[src/rtl/openhw_flop_pkg.sv]
// openhw_flop_pkg: shared constants and sizing helpers for the openhw_flopchain pipeline primitive
package openhw_flop_pkg;
  localparam int DEPTH_MAX = 16;
  function automatic int occ_width(input int depth);
    return $clog2(depth + 1);
  endfunction
endpackage

[src/rtl/openhw_flopchain_stage.sv]
// openhw_flopchain_stage: one valid bit plus WIDTH data register; data reset only with OPENHW_FLOPCHAIN_DATA_RESET_EN
module openhw_flopchain_stage
  import openhw_flop_pkg::*;
#(
  parameter int WIDTH = 8
) (
  input  logic             clk,
  input  logic             reset,
  input  logic             clear,
  input  logic             en,
  input  logic             in_valid,
  input  logic [WIDTH-1:0] in_data,
  output logic             valid,
  output logic [WIDTH-1:0] data
);
  always_ff @(posedge clk) begin
    if (reset || clear) valid <= 1'b0;
    else if (en) valid <= in_valid;
  end
`ifdef OPENHW_FLOPCHAIN_DATA_RESET_EN
  always_ff @(posedge clk) begin
    if (reset || clear) data <= '0;
    else if (en && in_valid) data <= in_data;
  end
`else
  // enable-only data flop: contents are meaningless while valid is low
  always_ff @(posedge clk) begin
    if (en && in_valid) data <= in_data;
  end
`endif
endmodule

[src/rtl/openhw_flopchain.sv]
// openhw_flopchain: elastic DEPTH-stage pipeline register chain with stall, flush and bubble collapse
// optional data reset enabled by defining OPENHW_FLOPCHAIN_DATA_RESET_EN
module openhw_flopchain
  import openhw_flop_pkg::*;
#(
  parameter int WIDTH = 8,
  parameter int DEPTH = 2
) (
  input  logic                           clk,
  input  logic                           reset,
  input  logic                           clear,
  input  logic                           in_valid,
  output logic                           in_ready,
  input  logic [WIDTH-1:0]               in_data,
  output logic                           out_valid,
  input  logic                           out_ready,
  output logic [WIDTH-1:0]               out_data,
  output logic [occ_width(DEPTH)-1:0]    occupancy
);
  localparam int OW = occ_width(DEPTH);
  logic [DEPTH-1:0] v, r, vin;
  logic [WIDTH-1:0] d [DEPTH];
  logic [WIDTH-1:0] din [DEPTH];
  if (DEPTH < 1 || DEPTH > DEPTH_MAX) begin : g_bad_depth
    $error("openhw_flopchain: DEPTH must be in 1..16");
  end
  // a stage may advance whenever it or anything downstream is empty
  always_comb begin
    r[DEPTH-1] = ~v[DEPTH-1] | out_ready;
    for (int k = DEPTH - 2; k >= 0; k--) r[k] = ~v[k] | r[k+1];
  end
  assign in_ready  = r[0] & ~reset & ~clear;
  assign out_valid = v[DEPTH-1];
  assign out_data  = d[DEPTH-1];
  for (genvar i = 0; i < DEPTH; i++) begin : g_stage
    if (i == 0) begin : g_head
      assign vin[i] = in_valid & in_ready;
      assign din[i] = in_data;
    end else begin : g_body
      assign vin[i] = v[i-1];
      assign din[i] = d[i-1];
    end
    openhw_flopchain_stage #(.WIDTH(WIDTH)) u_stage (
      .clk      (clk),
      .reset    (reset),
      .clear    (clear),
      .en       (r[i]),
      .in_valid (vin[i]),
      .in_data  (din[i]),
      .valid    (v[i]),
      .data     (d[i])
    );
  end
  always_ff @(posedge clk) begin
    if (reset || clear) occupancy <= '0;
    else occupancy <= occupancy + OW'(in_valid & in_ready) - OW'(out_valid & out_ready);
  end
endmodule

[config.mk]
export PLATFORM = sky130hd
export DESIGN_NAME = openhw_flopchain
export DESIGN_NICKNAME = d
export VERILOG_FILES = /design/src/rtl/openhw_flop_pkg.sv /design/src/rtl/openhw_flopchain_stage.sv /design/src/rtl/openhw_flopchain.sv
export SDC_FILE = /design/constraint.sdc
export NUM_CORES = 1
export LEC_CHECK = 0
export CELL_PAD_IN_SITES_DETAIL_PLACEMENT = 1
export CELL_PAD_IN_SITES_GLOBAL_PLACEMENT = 2
export CORE_UTILIZATION = 31
export DETAILED_ROUTE_END_ITERATION = 7
export PLACE_DENSITY = 0.85
export SYNTH_ARGS = -nofsm -noshare
export SYNTH_HDL_FRONTEND = slang
export SYNTH_HIERARCHICAL = 1
export SYNTH_SLANG_ARGS = --single-unit
export TNS_END_PERCENT = 20
[constraint.sdc]
create_clock -name clk -period 4 [get_ports clk]
set_input_delay 1 -clock clk [delete_from_list [all_inputs] [get_ports clk]]
set_output_delay 1 -clock clk [all_outputs]
set_load 0.01 [all_outputs]
After elaboration in Yosys (flattened, before gate mapping)
Cells that the tools add are included.
- register bits: 20
- input bits: 13
- output and inout bits: 12
- logic and storage cells: 21
- add/subtract/negate cells: 2
- bitwise operators: 11
- reduce and logical (&&, ||, !) cells: 3
- operator list (cell ; count):
    bitwise AND 1 bit ; 5
    inverter 1 bit ; 4
    adder 2 x 1 -> 2 bit ; 1
    logical AND 1 bit ; 2
    bitwise OR 1 bit ; 2
    subtractor 2 x 1 -> 2 bit ; 1
    logical OR 1 bit ; 1

Longest topological paths before layout
Gate-level depths: netlist (run 1).
- word-level depth: 8
- gate-level depth with buffers: 7
- mapped depth without buffers: 7

Cells and area by module
The synthesis (run 1) kept the hierarchy.
- modules (own cells, without submodules) (module ; instances ; cells an instance ; area each (sq um) ; sequential area each (sq um)):
    openhw_flopchain_stage ; 2 ; 12 ; 287.8 ; 260.2
    openhw_flopchain ; 1 ; 15 ; 148.9 ; 40.0

Worst setup path before layout (run 1)
OpenSTA, ideal clock, no wires.
- path type: in2out
- start: input out_ready
- end: output in_ready
- arrival time: 1.396 ns
- data required time: 3.000 ns
- setup slack: 1.604 ns
- cell stages on the path: 2
- path through: nand3b_1 and2_1
- word-level cells in the longest chain between the ends: 4
- ends and longest elaborated chain (element ; line ; RTL):
    start, declared ; openhw_flopchain.sv:16 ; input logic out_ready,
    bitwise OR 1 bit ; openhw_flopchain.sv:29 ; r[DEPTH-1] = ~v[DEPTH-1] | out_ready;
    bitwise OR 1 bit ; openhw_flopchain.sv:30 ; for (int k = DEPTH - 2; k >= 0; k--) r[k] = ~v[k] | r[k+1];
    bitwise AND 1 bit (2 in a row) ; openhw_flopchain.sv:32 ; assign in_ready = r[0] & ~reset & ~clear;
    end, declared ; openhw_flopchain.sv:13 ; output logic in_ready,
No other way between the ends.

Final worst setup path (run 1)
- start: input reset
- end: output in_ready
- word-level cells in the longest chain between the ends: 3
- ends and longest elaborated chain (element ; line ; RTL):
    start, declared ; openhw_flopchain.sv:10 ; input logic reset,
    inverter 1 bit ; openhw_flopchain.sv:32 ;
    bitwise AND 1 bit (2 in a row) ; openhw_flopchain.sv:32 ;
No other way between the ends.

==> results of run 1 <==
[state kept, by name (all words and copies together), names as in the netlist]
signal,flops
g_stage.u_stage/data,16
g_stage.u_stage/valid,2
occupancy,2
[synthesized netlist by cell type (all sizes together)]
cell type  count
nand2b         1
inv            1
dfxtp          4
nand3b         1
edfxtp        16
and3           1
nand3          1
and2           5
xnor3          1
nor3           3
nor2           1
mux2i          2
ha             2
[logic make-up (layout without fill, tap and decap cells)]
| kind of cell | count (synthesis) | count (layout) | synth area share (%) |
|---|---|---|---|
| flops | 20 | 20 | 77.4 |
| fa+ha+maj | 2 | 2 | 3.45 |
| simple gates | 13 | 13 | 12.8 |
| mux | 2 | 2 | 2.76 |
| xor+xnor | 1 | 1 | 3.11 |
| buf+inv | 1 | 28 | 0.518 |
[how the worst min path moves through the flow]
stage | startpoint | to | depth (start not counted)
3_5_place_dp | g_stage[0].u_stage/data[4]$_DFFE_PP_ | g_stage[1].u_stage/data[4]$_DFFE_PP_ | 0
2_1_floorplan | g_stage[0].u_stage/data[0]$_DFFE_PP_ | g_stage[1].u_stage/data[0]$_DFFE_PP_ | 0
3_3_place_gp | g_stage[0].u_stage/data[1]$_DFFE_PP_ | g_stage[1].u_stage/data[1]$_DFFE_PP_ | 0
6_report | g_stage[0].u_stage/data[2]$_DFFE_PP_ | g_stage[1].u_stage/data[2]$_DFFE_PP_ | 0
5_1_grt | g_stage[0].u_stage/data[5]$_DFFE_PP_ | g_stage[1].u_stage/data[5]$_DFFE_PP_ | 0
4_1_cts | g_stage[0].u_stage/data[4]$_DFFE_PP_ | g_stage[1].u_stage/data[4]$_DFFE_PP_ | 0
[metrics by stage]
step	area [sq um]	setup slack, ns	total power [W]
after global placement	1000	0.631	0.000256
final	1020	0.611	0.000337
after global routing	1020	0.527	0.000353
after CTS	1020	0.598	0.000343
after detailed placement	1000	0.597	0.000257
after floorplan	724	1.60	0.000240
[power breakdown]
part | internal [W] | leakage [nW] | switching [W]
registers | 0.000229 | 0.178 | 0.00000119
logic | 0.0000141 | 0.179 | 0.00000705
clock network | 0.0000349 | 0.0138 | 0.0000510
total | 0.000278 | 0.371 | 0.0000592
[per-layer routing]
metal | wire [um] | track usage, % | vias up
li1 | - | - | 200
met1 | 436 | 10.0 | 184
met2 | 434 | 14.7 | 20
met3 | 88 | 3.33 | 0
met4 | 0 | 4.17 | 0
met5 | 0 | 0 | -
[layout make-up]
type,instances,area (sq um)
fill,235,1190
inverter,1,3.75
clock buffer,3,22.5
sequential,20,561
tap,28,35.0
timing repair buffer,24,240
multi-input combinational,18,160
==> qor.yml, run 1 <==
outcome:
  status: "completed"
synth:
  synth_cells: 39
  ys_ff_latch: 20
  yosysTopAreaCellShare_pct: 66.3
  synth-seq-area-share_pct: 77.4
  synth_area_leader_cell: "edfxtp_1"
  yosys_warnings: 6
  syn_nets: 54
  synth.distinct_cells: 14
  yosys-top-cells-area: "edfxtp_1 (66%), dfxtp_1 (11%), nor3_2 (4.1%)"
  synth.avg_cell_area_sq_um: 18.6
  synth_area_sq_um: 724
floorplanning:
  die_h_um: 50.3
  core-area_sq_um: 2210
  row_count: 17
  io-pin-count: 25
  die_w_um: 50.3
  die_area_sq_um: 2530
  initial_core_util_pct: 32.7
timing:
  tns_ns: 0
  fin_skew_ns: 0.00121
  tightestPinTransition_ns: 0.178
  hold_viol: 0
  clock.fmax_mhz: 295
  post-route-min-period_ns: 3.39
  worst_slew_margin_rel_pct: 87.8
  finalSetupViolCount: 0
  fin_crit_sh_pct: 84.7
  grt_setup_unrepaired: "no"
  finalMaxSlewViolations: 0
  fin_hold_ws_ns: 0.426
cts:
  cts-htree-levels: 1
  cts_buffer_depth: 2
  clkSinkCount: 20
  cts_root_buffer: "clkbuf_4"
  numCtsBuffers: 3
  clkSlewWorstSetupHoldPaths_ns: 0.10
  cts_setup_buffers: 0
  clkLatencyLatePin_ns: 0.28
  hold_buffers: 0
  cts_tree: "yes"
  cts-resized-gates: 0
global_routing:
  antenna_found_initial: 0
  track_usage_pct: 8.85
  grt_start_max_net_pins: 11
  grt_overflow_total: 0
  grt_pass1_wl_um: 1610
  grt_pass1_vias: 374
worst_setup_path:
  crit_fanout: 4
  end_kind: "output pin"
  critPathLaunchType: "primary input"
  reg2regPathDepth: 7
  r2r_start: "g_stage[1].u_stage/valid$_SDFFE_PP0P_"
  critPathSlowestCell: "clkdlybuf4s50_1"
  slowest_delay_ns: 0.53
  r2r_end: "occupancy[1]$_SDFF_PP0_"
  endpoint: "in_ready"
  cp-startpoint: "reset"
  path_depth: 4
  critPathBufInv: 2
  crit_chain: "clkdlybuf4s50_1, nor2_1, and2_1, clkdlybuf4s50_1"
  crit_required_ns: 3.00
  crit_type: "in2out"
  cp.arrival_ns: 2.39
  crit_family: "buffers and inverters"
  cp_common_cell: "clkdlybuf4s50_1"
  rrSetupSlack_ns: 2.46
cells_and_area:
  area_growth_pct: 41.1
  final_common_cell: "clkdlybuf4s50_1"
  nets: 83
  finalNonFillerCells: 94
  utilization_pct: 46.2
  layout-drive-gt1-share_pct: 12.1
  antenna_cells: 0
  final_cell_mix: "clkdlybuf4s50_1 (24), edfxtp_1 (16), dfxtp_1 (4)"
routing:
  num_vias: 404
  via_per_inst: 4.30
  detail_route.first_pass.iterations: 3
  drt_iter0_markers: 2
  drc: 0
  drt_wl_total_um: 959
  wl_per_cell_um: 10.2
  ant_nets: 0
power:
  irDropWorstVdd_mv: 0.130
  leakage_nw: 0.371
  power_density_nw_per_um2: 330
place:
  hpwl_um: 776
  place_congestion: 0.653
  port_buffers: 24
  place_inst: 91
run:
  maxCapViolCount: 0
hold_path:
  hold_class: "reg2reg"
(Power assumes the default switching activity.)
==> run 2: changes to the inputs <==
--- a/config.mk
+++ b/config.mk
@@ -7,9 +7,9 @@
 export LEC_CHECK = 0
 export CELL_PAD_IN_SITES_DETAIL_PLACEMENT = 1
 export CELL_PAD_IN_SITES_GLOBAL_PLACEMENT = 2
-export CORE_UTILIZATION = 31
+export CORE_UTILIZATION = 26
 export DETAILED_ROUTE_END_ITERATION = 7
-export PLACE_DENSITY = 0.85
+export PLACE_DENSITY = 0.77
 export SYNTH_ARGS = -nofsm -noshare
 export SYNTH_HDL_FRONTEND = slang
 export SYNTH_HIERARCHICAL = 1
==> constraint.sdc (replaced) <==
create_clock -name clk -period 2.95 [get_ports clk]
set_input_delay 0.7375 -clock clk [delete_from_list [all_inputs] [get_ports clk]]
set_output_delay 0.7375 -clock clk [all_outputs]
set_load 0.01 [all_outputs]
==> qor.yml, run 2 (synthesis results as in run 1) <==
outcome:
  status: "completed"
timing:
  tns_ns: 0  # unchanged
  tightestPinTransition_ns: 0.212  # +0.0342 ns
  fin_ws_ns: 0.162  # -0.449 ns
  fin_skew_ns: 0.00519  # +0.00399 ns
  post-route-min-period_ns: 2.79
  hold_viol: 0  # unchanged
  worst_slew_margin_rel_pct: 85.8  # -2.0 points
  clock.fmax_mhz: 359
  fin_hold_ws_ns: 0.427  # +0.000758 ns
  finalMaxSlewViolations: 0  # unchanged
  finalSetupViolCount: 0  # unchanged
  grt_setup_unrepaired: "no"
  fin_crit_sh_pct: 94.5
power:
  irDropWorstVdd_mv: 0.196  # +50%
  power_density_nw_per_um2: 441  # +34%
  leakage_nw: 0.385  # +3.7%
cts:
  cts-resized-gates: 0  # unchanged
  cts-htree-levels: 1  # unchanged
  hold_buffers: 0  # unchanged
  cts_buffer_depth: 2  # unchanged
  clkSinkCount: 20  # unchanged
  clkSlewWorstSetupHoldPaths_ns: 0.09  # about the same
  cts_setup_buffers: 0  # unchanged
  clkLatencyLatePin_ns: 0.28  # about the same
  numCtsBuffers: 3  # unchanged
  cts_tree: "yes"
  cts_root_buffer: "clkbuf_4"
cells_and_area:
  antenna_cells: 0  # unchanged
  final_cell_mix: "clkdlybuf4s50_1 (24), edfxtp_1 (16), dfxtp_1 (4)"
  layout-drive-gt1-share_pct: 15.9  # +3.8 points
  utilization_pct: 41.2  # -5.1 points
  top_register: "g_stage.u_stage/data"
  area_growth_pct: 44.6
  final_common_cell: "clkdlybuf4s50_1"
  nets: 86  # +3.6%
  largest_register_ffs: 16  # unchanged
  largestRegisters: "g_stage.u_stage/data (16), g_stage.u_stage/valid (2), occupancy (2)"
routing:
  via_per_inst: 4.22  # -1.8%
  ant_nets: 0  # unchanged
  num_vias: 418  # +3.5%
  detail_route.first_pass.iterations: 3  # unchanged
  drt_wl_total_um: 1110  # +16%
  wl_per_cell_um: 11.3  # +10%
  drc: 0  # unchanged
  drt_iter0_markers: 1  # -1
worst_setup_path:
  cp_common_cell: "clkdlybuf4s50_1"
  crit_chain: "clkdlybuf4s50_1, nor2_1, and2_1, clkdlybuf4s50_1"
  slowest_delay_ns: 0.53  # about the same
  crit_type: "in2out"
  cp.arrival_ns: 2.05  # -0.34 ns
  critPathLaunchType: "primary input"
  crit_required_ns: 2.21  # -0.79 ns
  crit_fanout: 4  # unchanged
  end_kind: "output pin"
  critPathSlowestCell: "clkdlybuf4s50_1"
floorplanning:
  io-pin-count: 25  # unchanged
  die_area_sq_um: 3000  # +18%
  die_h_um: 54.8  # +8.8%
  row_count: 18  # +1
  die_w_um: 54.8  # +8.8%
  core-area_sq_um: 2540  # +15%
  initial_core_util_pct: 28.5  # -4.3 points
global_routing:
  grt_overflow_total: 0  # unchanged
  antenna_found_initial: 0  # unchanged
  grt_pass1_wl_um: 1840  # +14%
  grt_pass1_vias: 438  # +17%
  track_usage_pct: 9.49  # +0.64 points
  grt_start_max_net_pins: 11  # unchanged
place:
  port_buffers: 24  # unchanged
  hpwl_um: 877  # +13%
  place_ws_ns: 0.152  # -0.444 ns
  place_congestion: 0.663  # +1.5%
run:
  maxCapViolCount: 0  # unchanged
hold_path:
  hold_class: "reg2reg"
[run 2: cell count changes in the layout (fill, tap and decap cells not counted)]
cell and change:
buf_4 +3
[run 2: path summary, 6_finish.rpt]
| check | slack [ns] | from | cells past startpoint | endpoint |
|---|---|---|---|---|
| worst min register to register | 0.43 | g_stage[0].u_stage/data[5]$_DFFE_PP_ | 0 | g_stage[1].u_stage/data[5]$_DFFE_PP_ |
| worst min-delay path | 0.43 | g_stage[0].u_stage/data[5]$_DFFE_PP_ | 0 | g_stage[1].u_stage/data[5]$_DFFE_PP_ |
| worst max register to register | 1.38 | g_stage[1].u_stage/valid$_SDFFE_PP0P_ | 8 | occupancy[1]$_SDFF_PP0_ |
| worst max-delay path | 0.16 | clear | 4 | in_ready |
[run 2: final cells by class]
type                            count  area [sq um]
Timing Repair Buffer               27           263
Sequential cell                    20           561
Clock buffer                        3          22.5
Multi-Input combinational cell     18           160
Fill cell                         264          1500
Tap cell                           30          37.5
Inverter                            1          3.75
[run 2: metrics by stage]
| step | total power, W | std cells | instance area [sq um] |
|---|---|---|---|
| floorplan | 0.000326 | 39 | 724 |
| global placement | 0.000349 | 96 | 1020 |
| detailed placement | 0.000351 | 96 | 1020 |
| CTS | 0.000472 | 99 | 1050 |
| global route | 0.000486 | 99 | 1050 |
| finish | 0.000462 | 99 | 1050 |
[run 2: power by group]
group	switching, W	internal (W)
Clock	0.0000709	0.0000474
Sequential	0.00000172	0.000311
Combinational	0.0000104	0.0000209
Total	0.0000830	0.000379
[run 2: worst max-delay path, delay by kind of cell]
family                 cells  cell delay [ns]
buffers and inverters      2             0.96
and+or+nand+nor            2             0.36
[run 2: routing by layer]
layer  up-vias  track usage, %  wire length, um
met2        16            15.7              562
li1        206               -                -
met5         -               0                0
met4         0            5.13                6
met3         2            5.28               89
met1       194            9.36              457
